<file path="src/rtl/vec_ctrl_sequencer.sv">
// Decode-stage control unit: combinational scalar opcode decode plus a
// two-state burst sequencer that streams a vector-register fill over
// BEATS = VLEN/LANES beats for the custom vector-load opcode.
//
// Handshake: the decode stage presents an instruction with instr_valid.
// The instruction is consumed in a cycle where instr_valid=1, stall=0 and
// busy=0. While busy=1 the front end must hold its instruction. Inputs in
// that window are ignored, and the held instruction is consumed on the
// first idle cycle.
module vec_ctrl_sequencer #(
  parameter int VLEN   = 8,
  parameter int LANES  = 2,
  parameter int ADDR_W = 32,
  localparam int BEATS = VLEN / LANES,
  localparam int CNT_W = (BEATS > 1) ? $clog2(BEATS) : 1
) (
  input  logic              clk,
  input  logic              rst,
  input  logic              instr_valid,
  input  logic [6:0]        opcode,
  input  logic [2:0]        funct3,
  input  logic [ADDR_W-1:0] base_addr,
  input  logic              stall,
  output logic              branch,
  output logic              memtoreg,
  output logic              memwrite,
  output logic              aluSrc,
  output logic              regwrite,
  output logic [1:0]        aluop,
  output logic              WVRwrite,
  output logic              SVRwrite,
  output logic [CNT_W-1:0]  beat_idx,
  output logic [ADDR_W-1:0] beat_addr,
  output logic              busy,
  output logic              done,
  output logic              illegal,
  output logic              dbg_state
);

  typedef enum logic {
    IDLE  = 1'b0,
    BURST = 1'b1
  } state_t;

  localparam logic [6:0] OP_LOAD   = 7'b0000011;
  localparam logic [6:0] OP_STORE  = 7'b0100011;
  localparam logic [6:0] OP_RTYPE  = 7'b0110011;
  localparam logic [6:0] OP_BRANCH = 7'b1100011;
  localparam logic [6:0] OP_ITYPE  = 7'b0010011;
  localparam logic [6:0] OP_VLOAD  = 7'b0000010;

  localparam logic [CNT_W-1:0]  LAST_BEAT  = CNT_W'(BEATS - 1);
  localparam logic [ADDR_W-1:0] BEAT_BYTES = ADDR_W'(LANES * 4);

  state_t              state, state_nxt;
  logic [CNT_W-1:0]    cnt, cnt_nxt;
  logic [ADDR_W-1:0]   base_q, base_nxt;
  // cls_q = 1 selects the spike register (funct3 >= 3), 0 the weight register
  logic                cls_q, cls_nxt;
  logic                illegal_q, illegal_nxt;
  logic                decode_en;

  assign decode_en = (state == IDLE) && instr_valid && !stall;

  // State, beat counter, captured burst context and the registered illegal pulse
  always_ff @(posedge clk or posedge rst) begin
    if (rst) begin
      state     <= IDLE;
      cnt       <= '0;
      base_q    <= '0;
      cls_q     <= 1'b0;
      illegal_q <= 1'b0;
    end else begin
      state     <= state_nxt;
      cnt       <= cnt_nxt;
      base_q    <= base_nxt;
      cls_q     <= cls_nxt;
      illegal_q <= illegal_nxt;
    end
  end

  // Next-state logic and control-line decode; every line defaults to 0
  always_comb begin
    state_nxt   = state;
    cnt_nxt     = cnt;
    base_nxt    = base_q;
    cls_nxt     = cls_q;
    illegal_nxt = 1'b0;
    branch      = 1'b0;
    memtoreg    = 1'b0;
    memwrite    = 1'b0;
    aluSrc      = 1'b0;
    regwrite    = 1'b0;
    aluop       = 2'b00;
    WVRwrite    = 1'b0;
    SVRwrite    = 1'b0;
    done        = 1'b0;

    case (state)
      IDLE: begin
        if (decode_en) begin
          case (opcode)
            OP_LOAD: begin
              aluSrc   = 1'b1;
              memtoreg = 1'b1;
              regwrite = 1'b1;
            end
            OP_STORE: begin
              aluSrc   = 1'b1;
              memwrite = 1'b1;
            end
            OP_RTYPE: begin
              regwrite = 1'b1;
              aluop    = 2'b10;
            end
            OP_BRANCH: begin
              branch = 1'b1;
              aluop  = 2'b01;
            end
            OP_ITYPE: begin
              aluSrc   = 1'b1;
              regwrite = 1'b1;
            end
            OP_VLOAD: begin
              // Accept cycle: capture context only, no control lines yet
              base_nxt  = base_addr;
              cls_nxt   = (funct3 >= 3'd3);
              cnt_nxt   = '0;
              state_nxt = BURST;
            end
            default: illegal_nxt = 1'b1;
          endcase
        end
      end

      BURST: begin
        // A stalled burst cycle freezes the counter and keeps every line low
        if (!stall) begin
          aluSrc   = 1'b1;
          memtoreg = 1'b1;
          WVRwrite = !cls_q;
          SVRwrite = cls_q;
          if (cnt == LAST_BEAT) begin
            done      = 1'b1;
            cnt_nxt   = '0;
            state_nxt = IDLE;
          end else begin
            cnt_nxt = cnt + CNT_W'(1);
          end
        end
      end

      default: state_nxt = IDLE;
    endcase
  end

  // Beat position outputs; held at zero outside a burst so idle looks like reset
  always_comb begin
    busy      = (state == BURST);
    dbg_state = state;
    illegal   = illegal_q;
    beat_idx  = '0;
    beat_addr = '0;
    if (state == BURST) begin
      beat_idx  = cnt;
      beat_addr = base_q + ADDR_W'(cnt) * BEAT_BYTES;
    end
  end

endmodule

</file>
<file path="config.mk">
export PLATFORM = sky130hd
export DESIGN_NAME = vec_ctrl_sequencer
export DESIGN_NICKNAME = d
export VERILOG_FILES = /design/src/rtl/vec_ctrl_sequencer.sv
export SDC_FILE = /design/constraint.sdc
export NUM_CORES = 1
export LEC_CHECK = 0
export BUFFER_PORTS_ARGS = -buffer_cell sky130_fd_sc_hd__buf_2
export CELL_PAD_IN_SITES_DETAIL_PLACEMENT = 1
export CELL_PAD_IN_SITES_GLOBAL_PLACEMENT = 2
export CORE_ASPECT_RATIO = 1.25
export CORE_MARGIN = 3
export CORE_UTILIZATION = 28
export DETAILED_ROUTE_END_ITERATION = 8
export GPL_TIMING_DRIVEN = 0
export HOLD_SLACK_MARGIN = 0.02
export PLACE_DENSITY = 0.78
export SETUP_SLACK_MARGIN = 0.4
export SYNTH_ARGS = -nofsm -noshare
export SYNTH_HDL_FRONTEND = slang
export SYNTH_SLANG_ARGS = --single-unit
</file>
<file path="constraint.sdc">
create_clock -name clk -period 2.4 [get_ports clk]
set_input_delay 0.12 -clock clk [delete_from_list [all_inputs] [get_ports clk]]
set_output_delay 0.12 -clock clk [all_outputs]
set_load 0.02 [all_outputs]
</file>
==> run metrics <==
RePlAce Congestion=0.7446; DR DRC count=0; hold_ws=0.05465 ns; Post-Syn Nets=288; vias in the first global route=2,336; clk buf depth=2; CTS clk-pin slew, worst paths=0.08 ns; I/O pins=93; Core Region=7928 um^2; final hold vios=0; number of synthesized flops with an enable pin=0; max-slew violations=0; CP Data Required Time=2.28 ns; Max stage delay on crit path=0.43 ns; CP max-delay cell=or4_4; Startpoint Class=register; Setup Skew=0.004971 ns; DRT Pass-1 Iters=6; metal1 wirelength=2910 um; asr flop ratio synth=100.0%; Antenna Nets Post-Route=0; CTS root buffer=clkbuf_8; H-tree levels=2; worst-skew pair later-pin latency=0.29 ns; port bufs=92; RSZ-0062 raised after global routing=yes; Worst-Margin Slew=0.8140 ns; Peak supply drop=0.2702 mV; first-pass GRT wire length=11,590 um; xor and xnor area share after synthesis=4.930%; crit path buf inv count=3; placed inst area=3057 um^2; Routed WL=7381 um; n_diodes=0; cells after synthesis=238; top cells by area, synth=dfrtp_1 40%, mux2_2 16%, a21oi_1 3.0%; Setup violations, final=19; flop2flop setup slack=0.56 ns; Slew HR=45.65%; Total Neg Setup Slack=-1.997 ns; CTS tree=built; largest family of logic cells by synthesized area=simple AND/OR/NAND/NOR gates; maximum fanout along the worst path=4; CTS sink count=37; Max Fclk=385.5 MHz; Rows=36; via count=2,316; min cycle time layout=2.594 ns; Leak Pwr=1.620 nW; # nets final=407; failing checks=setup timing; max cap viols=0; Placement Setup Slack=-0.1614 ns; dpl cells=425; antenna violations before repair=0; crit path DAT=2.47 ns; post-route cell area=3649 um^2; total global routing track utilization=15.78%; P&R area growth vs syn=57.96%; post-synth top area cell=dfrtp_1; share of layout cells above drive strength 1=58.66%; Die Wd=87.24 um; yosys warns=0; compound-gate portion of the synthesized area=9.372%; met3 wire length=447 um; Top Layer Used=met4; area share of and/or/nand/nor cells after synthesis=24.05%; CP delay by family, top=simple AND/OR/NAND/NOR gates; Power Density=425.1 nW/um^2; global route overflow=0; Final Cycle Share=108.1%; largest net degree at the start of global routing=38; worst hold path class=input pin to register; final setup margin=-0.1938 ns; Initial Util=29.14%; post-synthesis mux area share=15.60%; mean post-synth cell area=9.705 um^2; Finished Layout Cells=453; adder-cell area share of the yosys netlist=2.492%; routed length per instance=16.29 um; Initial DRC Count=43; routed vias/inst=5.113; sequential cell area fraction in the yosys report=40.09%; dominant synthesized flop cell=dfrtp_1; filler cell count=905; Yosys reg bits=37; run status=finished, violations left; Routed met2 length=3937 um; TritonCTS Buffers=5; hpwl dp=5279 um; Cell variety after synth=37; post-synth top area share=40.09%; Crit Path Category=register to output pin; kind of end point of the critical path=output pin; cell area after synthesis=2310 um^2; die area=9382 um^2; Die Y=107.5 um; CP Cell Sequence=ha_4 > fa_2 > and4_1 > clkbuf_8 > nand4b_1 > buf_4 > or4_4 > a21oi_4 > buf_6
==> cells by family after synthesis <==
logic type | after synthesis
simple gates | 99
flops | 37
compound gates | 35
mux | 32
buf+inv | 18
xor+xnor | 13
fa+ha+maj | 4
==> registers in the layout, summed over array words and instances, names as in the netlist <==
register / cells
base_q: 32
busy: 1
cnt: 2
cls_q: 1
illegal: 1
==> placed cells by master (no fill, tap or decap), drive strengths merged, types with 2 or more instances in the layout <==
| master | instances |
|---|---|
| mux2 | 32 |
| xor2 | 8 |
| xnor2 | 5 |
| o21a | 2 |
| nand4 | 10 |
| nor4 | 3 |
| and4 | 5 |
| nand3 | 11 |
| nand2 | 14 |
| a21oi | 14 |
| and2 | 10 |
| o21ai | 6 |
| nor2 | 18 |
| dfrtp | 37 |
| o31a | 2 |
| clkbuf | 16 |
| buf | 115 |
| or3 | 5 |
| and3b | 2 |
| nor3 | 5 |
| or4 | 8 |
| nor2b | 2 |
| o31ai | 8 |
| ha | 3 |
| inv | 5 |
| and3 | 2 |
==> layout make-up <==
type,instances,area (um^2),share of cell area (%)
sequential,37,932.1,25.55
tap,95,118.9,3.258
clock buffer,8,80.08,2.195
buffer,12,97.59,2.675
timing repair buffer,112,759.5,20.82
multi-input combinational,183,1634,44.79
inverter,6,26.28,0.7202
==> metal layers <==
layer  vias to the layer above  GRT usage (%)
li1                       1107              -
met1                      1144          18.56
met2                        60          28.45
met3                         5          3.522
met4                         0          4.276
met5                         -              0
==> what timing repair did <==
action                                 in CTS  in global routing
setup endpoints to repair                  67                 47
endpoints found under the hold margin      16                  0
gates cloned                                1                  0
hold buffers                                1                  0
buffers inserted                           13                  5
resized for setup                          62                 29
pin swaps                                  18                 11
==> final timing paths <==
| kind | from | endpoint | cells past startpoint |
|---|---|---|---|
| setup / recovery | cnt[0] | beat_addr[29] | 9 |
| hold / removal | base_addr[30] | base_q[30] | 2 |
| setup reg to reg | busy | base_q[11] | 5 |
| hold reg to reg | base_q[2] | base_q[2] | 1 |
| max in group asynchronous | rst | busy | 3 |
| min in group asynchronous | rst | base_q[0] | 3 |
==> per-stage QoR <==
| stage | utilization (%) | total power [W] |
|---|---|---|
| floorplan | - | 0.0009082 |
| global placement | 38.56 | 0.001015 |
| detailed placement | 38.56 | 0.001025 |
| CTS | 44.05 | 0.001548 |
| global route | 46.02 | 0.001651 |
| finish | 46.02 | 0.001551 |
==> synthesized netlist by cell type (3+ instances only) <==
cell type,n
nor3_1,5
ha_1,3
nor4_1,3
inv_1,5
and2_1,10
nand4_1,10
dfrtp_1,37
xnor2_1,5
mux2_2,32
o31ai_1,8
nand2_1,14
or4_1,8
and4_1,5
o21ai_0,6
nor2_1,18
clkbuf_1,8
or3_1,5
nand3_1,10
a21oi_1,14
xor2_1,8
buf_4,3
==> report_power, final <==
group | switching (W) | internal (W) | total [W]
logic | 0.000195 | 0.000179 | 0.000373
registers | 0.0000708 | 0.000673 | 0.000744
clock network | 0.000227 | 0.000207 | 0.000434
Power figures use the tool's default switching activity.
